<file path="src/rtl/arm_mc_pkg.sv">
// Shared encodings for the multicycle ARM-style main controller: states, mux selects, opcodes
// and the bundle of control strobes produced by the output decode.
package arm_mc_pkg;

    typedef enum logic [3:0] {
        StFetch    = 4'd0,
        StDecode   = 4'd1,
        StMemAdr   = 4'd2,
        StMemRd    = 4'd3,
        StMemWb    = 4'd4,
        StMemWr    = 4'd5,
        StExecuteR = 4'd6,
        StExecuteI = 4'd7,
        StAluWb    = 4'd8,
        StBranch   = 4'd9
    } state_e;

    typedef enum logic [1:0] {
        SrcARn     = 2'b00,
        SrcAPc     = 2'b01,
        SrcAAluOut = 2'b10
    } alu_src_a_e;

    typedef enum logic [1:0] {
        SrcBRm     = 2'b00,
        SrcBExtImm = 2'b01,
        SrcBFour   = 2'b10
    } alu_src_b_e;

    typedef enum logic [1:0] {
        ResAluOut    = 2'b00,
        ResData      = 2'b01,
        ResAluResult = 2'b10
    } result_src_e;

    typedef enum logic [1:0] {
        OpDataProc = 2'b00,
        OpMemory   = 2'b01,
        OpBranch   = 2'b10,
        OpUndef    = 2'b11
    } op_e;

    localparam int unsigned FunctImmBit  = 5;
    localparam int unsigned FunctLoadBit = 0;

    typedef struct packed {
        logic        ir_write;
        logic        next_pc;
        logic        adr_src;
        alu_src_a_e  alu_src_a;
        alu_src_b_e  alu_src_b;
        result_src_e result_src;
        logic        alu_op;
        logic        reg_w;
        logic        mem_w;
        logic        branch;
    } ctrl_t;

    // A return to FETCH from one of these states completes an instruction; DECODE does not.
    function automatic logic retires_from(state_e s);
        return (s == StMemWb) || (s == StMemWr) || (s == StAluWb) || (s == StBranch);
    endfunction

endpackage

</file>
<file path="src/rtl/mc_ctrl_decode.sv">
// Moore output decode for the main controller; mem_ready only qualifies the one-shot strobes.
module mc_ctrl_decode
    import arm_mc_pkg::*;
(
    input  state_e state_i,
    input  logic   mem_ready_i,
    output ctrl_t  ctrl_o
);

    always_comb begin
        ctrl_o = '0;
        unique case (state_i)
            StFetch: begin
                ctrl_o.ir_write   = mem_ready_i;
                ctrl_o.next_pc    = mem_ready_i;
                ctrl_o.adr_src    = 1'b0;
                ctrl_o.alu_src_a  = SrcAPc;
                ctrl_o.alu_src_b  = SrcBFour;
                ctrl_o.result_src = ResAluResult;
                ctrl_o.alu_op     = 1'b0;
            end
            StDecode: begin
                ctrl_o.alu_src_a  = SrcAPc;
                ctrl_o.alu_src_b  = SrcBFour;
                ctrl_o.result_src = ResAluResult;
            end
            StMemAdr: begin
                ctrl_o.alu_src_a = SrcARn;
                ctrl_o.alu_src_b = SrcBExtImm;
                ctrl_o.alu_op    = 1'b0;
            end
            StMemRd: begin
                ctrl_o.adr_src    = 1'b1;
                ctrl_o.result_src = ResAluOut;
            end
            StMemWb: begin
                ctrl_o.result_src = ResData;
                ctrl_o.reg_w      = 1'b1;
            end
            StMemWr: begin
                ctrl_o.adr_src    = 1'b1;
                ctrl_o.result_src = ResAluOut;
                // Single write pulse on the completing cycle only.
                ctrl_o.mem_w      = mem_ready_i;
            end
            StExecuteR: begin
                ctrl_o.alu_src_a = SrcARn;
                ctrl_o.alu_src_b = SrcBRm;
                ctrl_o.alu_op    = 1'b1;
            end
            StExecuteI: begin
                ctrl_o.alu_src_a = SrcARn;
                ctrl_o.alu_src_b = SrcBExtImm;
                ctrl_o.alu_op    = 1'b1;
            end
            StAluWb: begin
                ctrl_o.result_src = ResAluOut;
                ctrl_o.reg_w      = 1'b1;
            end
            StBranch: begin
                ctrl_o.alu_src_a  = SrcAAluOut;
                ctrl_o.alu_src_b  = SrcBExtImm;
                ctrl_o.result_src = ResAluResult;
                ctrl_o.branch     = 1'b1;
            end
            default: ctrl_o = '0;
        endcase
    end

endmodule

</file>
<file path="src/rtl/mc_main_fsm.sv">
// Main sequencing FSM of the multicycle controller with a retired-instruction counter.
module mc_main_fsm
    import arm_mc_pkg::*;
#(
    parameter int unsigned CNT_W = 16
) (
    input  logic             clk,
    input  logic             reset,
    input  logic [1:0]       op,
    input  logic [5:0]       funct,
    input  logic             mem_ready,
    output logic             ir_write,
    output logic             next_pc,
    output logic             adr_src,
    output logic [1:0]       alu_src_a,
    output logic [1:0]       alu_src_b,
    output logic [1:0]       result_src,
    output logic             alu_op,
    output logic             reg_w,
    output logic             mem_w,
    output logic             branch,
    output logic [3:0]       state,
    output logic [CNT_W-1:0] retired
);

    state_e             state_q, state_d;
    logic [CNT_W-1:0]   retired_q, retired_d;
    ctrl_t              ctrl;
    logic               unused_funct;

    // Only the immediate and load/store flags steer the sequence.
    assign unused_funct = ^funct[4:1];

    always_comb begin
        state_d = state_q;
        unique case (state_q)
            StFetch:  if (mem_ready) state_d = StDecode;
            StDecode: begin
                unique case (op)
                    OpDataProc: state_d = funct[FunctImmBit] ? StExecuteI : StExecuteR;
                    OpMemory:   state_d = StMemAdr;
                    OpBranch:   state_d = StBranch;
                    default:    state_d = StFetch;
                endcase
            end
            StMemAdr:   state_d = funct[FunctLoadBit] ? StMemRd : StMemWr;
            StMemRd:    if (mem_ready) state_d = StMemWb;
            StMemWr:    if (mem_ready) state_d = StFetch;
            StExecuteR: state_d = StAluWb;
            StExecuteI: state_d = StAluWb;
            StMemWb:    state_d = StFetch;
            StAluWb:    state_d = StFetch;
            StBranch:   state_d = StFetch;
            default:    state_d = StFetch;
        endcase
    end

    always_comb begin
        retired_d = retired_q;
        if ((state_d == StFetch) && retires_from(state_q)) begin
            retired_d = retired_q + CNT_W'(1);
        end
    end

    always_ff @(posedge clk) begin
        if (reset) begin
            state_q   <= StFetch;
            retired_q <= '0;
        end else begin
            state_q   <= state_d;
            retired_q <= retired_d;
        end
    end

    mc_ctrl_decode u_ctrl_decode (
        .state_i     (state_q),
        .mem_ready_i (mem_ready),
        .ctrl_o      (ctrl)
    );

    assign ir_write   = ctrl.ir_write;
    assign next_pc    = ctrl.next_pc;
    assign adr_src    = ctrl.adr_src;
    assign alu_src_a  = ctrl.alu_src_a;
    assign alu_src_b  = ctrl.alu_src_b;
    assign result_src = ctrl.result_src;
    assign alu_op     = ctrl.alu_op;
    assign reg_w      = ctrl.reg_w;
    assign mem_w      = ctrl.mem_w;
    assign branch     = ctrl.branch;
    assign state      = state_q;
    assign retired    = retired_q;

endmodule

</file>
<file path="config.mk">
export PLATFORM = sky130hd
export DESIGN_NAME = mc_main_fsm
export DESIGN_NICKNAME = d
export VERILOG_FILES = /design/src/rtl/arm_mc_pkg.sv /design/src/rtl/mc_ctrl_decode.sv /design/src/rtl/mc_main_fsm.sv
export SDC_FILE = /design/constraint.sdc
export NUM_CORES = 1
export LEC_CHECK = 0
export ABC_AREA = 0
export CORE_AREA = 2 2 57 59
export DETAILED_ROUTE_END_ITERATION = 6
export DIE_AREA = 0 0 59 61
export MAX_ROUTING_LAYER = met4
export PLACE_DENSITY = 0.71
export REMOVE_ABC_BUFFERS = 1
export SETUP_SLACK_MARGIN = 0.5
export SLEW_MARGIN = 20
export SYNTH_ARGS = -nofsm -noshare
export SYNTH_HDL_FRONTEND = slang
export SYNTH_SLANG_ARGS = --single-unit
</file>
<file path="constraint.sdc">
create_clock -name clk -period 2.9 [get_ports clk]
set_clock_uncertainty 0.15 [all_clocks]
set_input_delay 0.29 -clock clk [delete_from_list [all_inputs] [get_ports clk]]
set_output_delay 0.29 -clock clk [all_outputs]
set_load 0.01 [all_outputs]
</file>
==> qor_table.md, run 1 <==
| Group | Item | This run |
|---|---|---|
| floorplan | Die boundary width | 59 um |
| synthesis | Top flip-flop cell by instance count after synthesis | sky130_fd_sc_hd__dfxtp_1 |
| cts | Worst skew pair latency | 290 ps |
| cts | Clock transition time at the flip-flop clock pins of the worst setup and hold paths | 100 ps |
| placement | Placer's final routability congestion estimate | 0.787 |
| cts | Number of buffers added for setup after CTS | 0 |
| floorplan | Number of rows created at floorplan | 20 |
| timing | Total count of max-transition violations in the final report | 0 |
| timing | Post-Route Hold Slack | 357 ps |
| cts | Hold-fix buffers, CTS | 0 |
| timing | Slew HR | 74.3% |
| power | Power density over the cells | 320 nW/um2 |
| critical path | Largest delay share family, worst path | buffers and inverters |
| power | Combinational share of power | 16.9% |
| job | Max-cap viol count | 0 |
| cts | Root buffer cell | sky130_fd_sc_hd__clkbuf_4 |
| synthesis | Per-instance average area after synthesis | 7.84 um2 |
| min path | End of the worst hold path | retired[13] |
| critical path | Data arrival time of the worst path | 1890 ps |
| final layout | Design Area, Final | 1570 um2 |
| cts | TritonCTS clock tree | built |
| placement | Detailed placer's ending HPWL | 1990 um |
| global route | Initial antenna violation count | 0 |
| final layout | Share of layout cells above drive strength 1 | 7.34% |
| critical path | Required arrival time at the worst endpoint | 2460 ps |
| detailed routing | Routed vias | 1189 |
| placement | Number of buffers added on ports | 39 |
| detailed routing | Post-detailed-route count of antenna-violating nets | 0 |
| timing | Worst setup slack after layout | 569 ps |
| placement | Cell Area, Placed | 1530 um2 |
| critical path | Top cell by count, worst path | sky130_fd_sc_hd__o21ai_0 |
| cts | Clock tree buffer depth | 2 |
| detailed routing | Routed len/inst | 13.4 um |
| power | Leakage power | 0.494 nW |
| min path | Hold path cells | 2 |
| critical path | Largest stage delay on the critical path | 570 ps |
| detailed routing | Via density | 5.66 |
| global route | Global routing met3 resource utilization | 2.35% |
| final layout | Total of fill cells in the finished design | 289 |
| timing | Final setup violating endpoints | 0 |
| timing | Tcrit/Tclk final | 80.4% |
| power | Reg power frac | 58.0% |
| critical path | Cell count of the worst reg-to-reg path | 4 |
| timing | Achievable clock frequency | 429 MHz |
| critical path | CP Max Fanout | 10 |
| critical path | CP Cell Sequence | nor2b_2 > and2_1 > o21ai_0 > o21ai_0 > clkdlybuf4s50_1 |
| power | Clock power frac | 25.1% |
| status | Run status | complete, no violations |
| synthesis | Number of cells produced by synthesis | 147 |
| floorplan | I/O pin count | 44 |
| floorplan | Core Box Area | 2950 um2 |
| critical path | Critical Path Start Type | register |
| floorplan | Initial core utilization | 39.0% |
| synthesis | Cell area after synthesis | 1150 um2 |
| placement | Minimum setup slack after placement | 579 ps |
| global route | Maximum number of pins on one net before global-route repair | 32 |
| detailed routing | Post-route DRC | 0 |
| cts | CTS buffer count | 3 |
| critical path | Number of buffer and inverter stages on the critical path | 1 |
| timing | Total count of hold-check failures in the final report | 0 |
| min path | Source of the worst hold timing path | retired[13] |
| synthesis | Yosys cell types | 36 |
| floorplan | Height of the chip | 61 um |
| synthesis | Synthesized flop and latch total | 20 |
| timing | Clock period minus worst slack | 2330 ps |
| final layout | Layout Area Growth over Synthesis | 36.3% |
| synthesis | Number of flops mapped to enable cells by yosys | 0 |
| critical path | Kind of critical path | reg2out |
| detailed routing | Detailed Routing Iterations Pass 1 | 4 |
| synthesis | Seq/Total Area, Yosys | 34.7% |
| cts | Total clock sinks | 20 |
| power | Sw frac | 25.9% |
| final layout | Number of nets at the end of the flow | 191 |
| power | Switching pwr | 0.000130 W |
| critical path | Slowest library cell on the worst path | sky130_fd_sc_hd__clkdlybuf4s50_1 |
| global route | Most crowded layer after global routing | met2 |
| detailed routing | DRC marker count from the first detailed-route iteration | 46 |
| timing | RSZ-0062 raised after global routing | true |
| power | Design internal power | 0.000372 W |
| critical path | Critical path launch point | state[2] |
| global route | Vias in the first global route | 1073 |
| cts | H-tree lvl count | 1 |
| synthesis | Async set or reset register ratio after synthesis | 0% |
| critical path | Setup slack, reg-to-reg | 790 ps |
| global route | Wire length of the first global-routing pass | 4630 um |
| global route | Overall routing resource usage | 16.8% |
| critical path | Critical R2R Capture | retired[15] |
| floorplan | Die ar. | 3600 um2 |
| detailed routing | Final wirelength | 2810 um |
| critical path | Critical path endpoint category | primary output |
| global route | Overflow left after global routing | 0 |
| min path | Type of the most critical hold path | reg2reg |
| global route | Met2 GRT Util | 28.7% |
| final layout | N_diodes | 0 |
| global route | Global routing met1 resource utilization | 20.6% |
| synthesis | Count of synthesis-stage warnings from yosys | 0 |
| timing | Worst Max-Slew Pin Slew | 385 ps |
| power | Worst vdd rail ir drop | 0.000117 V |
| timing | Setup TNS | 0 ps |
| critical path | Launching point of the worst reg2reg path | retired[2] |
## tightest hold or removal path, stage by stage (launching register included)
cell and delay (ps):
sky130_fd_sc_hd__dfxtp_1 340, sky130_fd_sc_hd__o31ai_1 70, sky130_fd_sc_hd__a21oi_1 60
## cells by family (layout without fill, tap and decap cells)
kind of cell	after synthesis	after routing	synth area share (%)
flops	20	20	34.7
fa+ha+maj	1	1	1.09
xor+xnor	1	1	0.760
buf+inv	19	49	7.27
compound gates	43	43	22.3
simple gates	62	62	32.9
mux	1	1	0.977
## area by class of cell
cell class              instances  area [um2]  area share, %
clock buffers                   3        22.5           1.43
inverters                       5        18.8           1.20
multi-input cells             108         677           43.1
flip-flops and latches         20         404           25.7
well taps                      33        41.3           2.63
repair buffers                 41         407           25.9
## through the flow
stage | total power (W) | cells | util, %
5_1_grt | 0.000526 | 210 | 53.2
3_3_place_gp | 0.000381 | 207 | 51.9
4_1_cts | 0.000508 | 210 | 53.0
2_1_floorplan | 0.000329 | 133 | -
6_report | 0.000503 | 210 | 53.2
3_5_place_dp | 0.000382 | 207 | 51.9
## power groups by stage
stage | logic (W) | clock network [W] | registers [W]
floorplan | 0.0000341 | 0 | 0.000295
global placement | 0.0000844 | 0 | 0.000296
detailed placement | 0.0000856 | 0 | 0.000297
CTS | 0.0000859 | 0.000131 | 0.000291
global route | 0.0000933 | 0.000140 | 0.000293
finish | 0.0000849 | 0.000126 | 0.000291
## worst max-delay path by stage
stage,endpoint,slack (ps),cells past startpoint
after detailed placement,ir_write,580,3
after global placement,ir_write,660,3
after CTS,alu_src_b[0],500,5
final,alu_src_b[0],570,5
after global routing,alu_src_b[0],420,5
after floorplan,retired[15],470,4
## cell usage in the layout (no fill, tap or decap), types with 4 or more instances in the layout
master	count
sky130_fd_sc_hd__clkdlybuf4s50_1	37
sky130_fd_sc_hd__a21oi_1	19
sky130_fd_sc_hd__dfxtp_1	17
sky130_fd_sc_hd__o31ai_1	13
sky130_fd_sc_hd__or4_1	13
sky130_fd_sc_hd__nor2_1	9
sky130_fd_sc_hd__nand2b_1	8
sky130_fd_sc_hd__o21ai_0	6
sky130_fd_sc_hd__nand2_1	6
sky130_fd_sc_hd__nor3_1	5
sky130_fd_sc_hd__inv_1	4
## cells in the mapped netlist (2+ instances only)
master | instances | area [um2]
sky130_fd_sc_hd__buf_4 | 2 | 15.0
sky130_fd_sc_hd__clkbuf_1 | 8 | 30.0
sky130_fd_sc_hd__inv_1 | 4 | 15.0
sky130_fd_sc_hd__a21oi_1 | 19 | 95.1
sky130_fd_sc_hd__nor2b_1 | 2 | 12.5
sky130_fd_sc_hd__o21ai_0 | 6 | 30.0
sky130_fd_sc_hd__buf_2 | 4 | 20.0
sky130_fd_sc_hd__nand3_1 | 3 | 15.0
sky130_fd_sc_hd__nand2b_1 | 8 | 50.1
sky130_fd_sc_hd__nand4_1 | 2 | 12.5
sky130_fd_sc_hd__o31ai_1 | 13 | 97.6
sky130_fd_sc_hd__nor3_1 | 5 | 25.0
sky130_fd_sc_hd__nand2_1 | 6 | 22.5
sky130_fd_sc_hd__or4_1 | 13 | 97.6
sky130_fd_sc_hd__dfxtp_1 | 20 | 400
sky130_fd_sc_hd__or3_1 | 3 | 18.8
sky130_fd_sc_hd__nor2_1 | 9 | 33.8
sky130_fd_sc_hd__nor3b_1 | 2 | 15.0
## routing by layer
metal  part of all wire [%]  vias up
met5                      0        -
met4                    1.1        0
met3                    4.2        4
met2                     47       31
met1                     48      544
li1                       -      610
## state kept, by name, summed over array words and instances (netlist names)
signal   count
state        4
retired     16
## timing repair
| item | 4_1_cts | 5_1_grt |
|---|---|---|
| gates resized for setup | 4 | 3 |
| cloned | 0 | 0 |
| endpoints found under the setup margin | 5 | 3 |
(Power assumes the default switching activity.)
==> run 2, diff against run 1 <==
--- a/config.mk
+++ b/config.mk
@@ -6,11 +6,11 @@
 export NUM_CORES = 1
 export LEC_CHECK = 0
 export ABC_AREA = 0
-export CORE_AREA = 2 2 57 59
+export CORE_AREA = 2 2 58 60
 export DETAILED_ROUTE_END_ITERATION = 6
-export DIE_AREA = 0 0 59 61
+export DIE_AREA = 0 0 60 62
 export MAX_ROUTING_LAYER = met4
-export PLACE_DENSITY = 0.71
+export PLACE_DENSITY = 0.72
 export REMOVE_ABC_BUFFERS = 1
 export SETUP_SLACK_MARGIN = 0.5
 export SLEW_MARGIN = 20
==> constraint.sdc (replaced) <==
create_clock -name clk -period 2.1 [get_ports clk]
set_clock_uncertainty 0.15 [all_clocks]
set_input_delay 0.21 -clock clk [delete_from_list [all_inputs] [get_ports clk]]
set_output_delay 0.21 -clock clk [all_outputs]
set_load 0.01 [all_outputs]
==> run 2 against run 1 <==
  * First-iteration DRC count rose by 22%
  * Wire length rose by 39%
  * Worst hold slack got worse by 6.7 ps
  * Flip-flop and latch count did not move
  * Utilization rose by 14 points
  * Global-route usage rose by 3.8 points
  * Largest cell class unchanged
==> qor_table.md, run 2 (synthesized netlist as in run 1, its figures left out) <==
| Group | Item | This run | Delta |
|---|---|---|---|
| final layout | Multi-input logic area | 870 um2 | +28% |
| final layout | Sequential standard cell area | 440 um2 | +9.0% |
| cts | Clock transition time at the flip-flop clock pins of the worst setup and hold paths | 130 ps | +30 ps |
| cts | CTS buffer count | 3 | unchanged |
| placement | Number of buffers added on ports | 39 | unchanged |
| floorplan | Core Box Area | 3180 um2 | +7.7% |
| floorplan | I/O pin count | 44 | unchanged |
| cts | Clock tree buffer depth | 2 | unchanged |
| detailed routing | Routed len/inst | 15.3 um | +14% |
| global route | Maximum number of pins on one net before global-route repair | 21 | -34% |
| timing | Slew HR | 77.8% | +3.5 points |
| cts | Total clock sinks | 20 | unchanged |
| floorplan | Initial core utilization | 36.2% | -2.8 points |
| min path | Type of the most critical hold path | reg2reg |  |
| critical path | Required arrival time at the worst endpoint | 2170 ps | -290 ps |
| detailed routing | Detailed Routing Iterations Pass 1 | 4 | unchanged |
| global route | Overall routing resource usage | 20.6% | +3.8 points |
| timing | Worst setup slack after layout | 285 ps | -283 ps |
| final layout | Share of layout cells above drive strength 1 | 51.2% | +44 points |
| status | Run status | complete, no violations |  |
| final layout | Commonest cells after routing, fill and taps aside | 21 x sky130_fd_sc_hd__buf_4, 14 x sky130_fd_sc_hd__a21oi_1, 12 x sky130_fd_sc_hd__o31ai_1, 12 x sky130_fd_sc_hd__buf_6, 11 x sky130_fd_sc_hd__dfxtp_2 |  |
| final layout | N_diodes | 0 | unchanged |
| cts | Worst skew pair latency | 300 ps | about the same |
| timing | Tcrit/Tclk final | 86.4% |  |
| detailed routing | Via density | 5.50 | -2.8% |
| power | Leakage power | 0.956 nW | +93% |
| critical path | Data arrival time of the worst path | 1890 ps | about the same |
| cts | Hold-fix buffers, CTS | 0 | unchanged |
| power | Power density over the cells | 420 nW/um2 | +31% |
| placement | Placer's final routability congestion estimate | 0.850 | +7.9% |
| placement | Total placed cells including tap cells | 233 | +13% |
| floorplan | Die boundary width | 60 um | +1.7% |
| critical path | Critical Path Start Type | register |  |
| detailed routing | Final wirelength | 3900 um | +39% |
| cts | TritonCTS clock tree | built |  |
| cts | H-tree lvl count | 1 | unchanged |
| placement | Detailed placer's ending HPWL | 2210 um | +11% |
| final layout | Number of nets at the end of the flow | 222 | +16% |
| critical path | CP Max Fanout | 8 | -2 |
| global route | Wire length of the first global-routing pass | 5840 um | +26% |
| timing | Final setup violating endpoints | 0 | unchanged |
| global route | Overflow left after global routing | 0 | unchanged |
| cts | Root buffer cell | sky130_fd_sc_hd__clkbuf_4 |  |
| timing | Total count of hold-check failures in the final report | 0 | unchanged |
| timing | Achievable clock frequency | 551 MHz |  |
| detailed routing | Post-route DRC | 0 | unchanged |
| timing | Total count of max-transition violations in the final report | 0 | unchanged |
| final layout | Leading cell type in the layout, fill and taps excluded | sky130_fd_sc_hd__buf_4 |  |
| final layout | Max reg flops | 16 | unchanged |
| detailed routing | Routed vias | 1403 | +18% |
| global route | Vias in the first global route | 1321 | +23% |
| final layout | Total of fill cells in the finished design | 257 | -11% |
| floorplan | Die ar. | 3720 um2 | +3.4% |
| final layout | Post-route insts no fill | 255 | +21% |
| global route | Initial antenna violation count | 0 | unchanged |
| critical path | Kind of critical path | reg2reg |  |
| timing | Worst Max-Slew Pin Slew | 331 ps | -54.7 ps |
| timing | Setup TNS | 0 ps | unchanged |
| timing | Clock period minus worst slack | 1810 ps |  |
| power | Worst vdd rail ir drop | 0.000218 V | +85% |
| timing | RSZ-0062 raised after global routing | true |  |
| floorplan | Number of rows created at floorplan | 21 | +5.0% |
| critical path | Critical path endpoint category | register |  |
| final layout | Layout Area Growth over Synthesis | 85.5% |  |
| detailed routing | DRC marker count from the first detailed-route iteration | 56 | +22% |
| job | Max-cap viol count | 0 | unchanged |
| placement | Minimum setup slack after placement | 60.3 ps | -518 ps |
| floorplan | Height of the chip | 62 um | +1.6% |
| detailed routing | Post-detailed-route count of antenna-violating nets | 0 | unchanged |
==> run 2: cell types whose count changed in the layout (fill, tap and decap cells not counted), sizes merged <==
cell	previous run	this run
buf	2	43
clkdlybuf4s50	37	9
dlygate4sd2	1	9
dlymetal6s2s	1	8
clkdlybuf4s15	0	2
bufinv	0	1
clkbuf	3	4
==> run 2: worst paths after layout <==
path	start	endpoint	slack, ps	cells past startpoint
hold reg to reg	retired[13]	retired[13]	350	2
setup / recovery	retired[6]	retired[9]	290	4
hold / removal	retired[13]	retired[13]	350	2
setup reg to reg	retired[6]	retired[9]	290	4
==> run 2: per-layer routing <==
layer  global-route usage [%]  routed length, um
met5                        -                  0
met3                     2.69                208
met2                     37.9               2040
met4                     3.49                  0
met1                     24.3               1650
==> run 2: power breakdown <==
part           switching [W]  internal [W]  leakage (nW)
Combinational      0.0000872      0.000101         0.755
Sequential         0.0000142      0.000380         0.173
Clock               0.000124      0.000193        0.0279
Total               0.000225      0.000674         0.956
==> run 2: layout make-up <==
cell class,count,share of cell area (%)
clock inverter,1,1.41
tap,46,2.69
inverter,5,0.937
clock buffer,3,1.05
timing repair buffer,72,32.6
multi-input combinational,108,40.7
sequential,20,20.6
==> run 2: timing repair <==
| item | 4_1_cts | 5_1_grt |
|---|---|---|
| resized for setup | 111 | 45 |
| hold endpoints to repair | 0 | 0 |
| cloned | 1 | 1 |
| setup buffers | 8 | 8 |
| pin swaps | 19 | 13 |
| setup endpoints to repair | 47 | 40 |
==> run 2: worst max-delay path, stage by stage (launching register included) <==
cell and delay, ps:
sky130_fd_sc_hd__dfxtp_2 360, sky130_fd_sc_hd__clkinv_2 60, sky130_fd_sc_hd__or4_4 600, sky130_fd_sc_hd__or4_1 420
sky130_fd_sc_hd__a21oi_1 140
==> run 2: metrics by stage <==
step           area (um2)  utilization (%)  hold WS [ps]  total power, W
2_1_floorplan        1090                -           129        0.000455
3_3_place_gp         1660             52.3           323        0.000540
3_5_place_dp         1660             52.3           339        0.000544
4_1_cts              1890             59.3           341        0.000861
5_1_grt              2140             67.2           389        0.000935
6_report             2140             67.2           350        0.000898
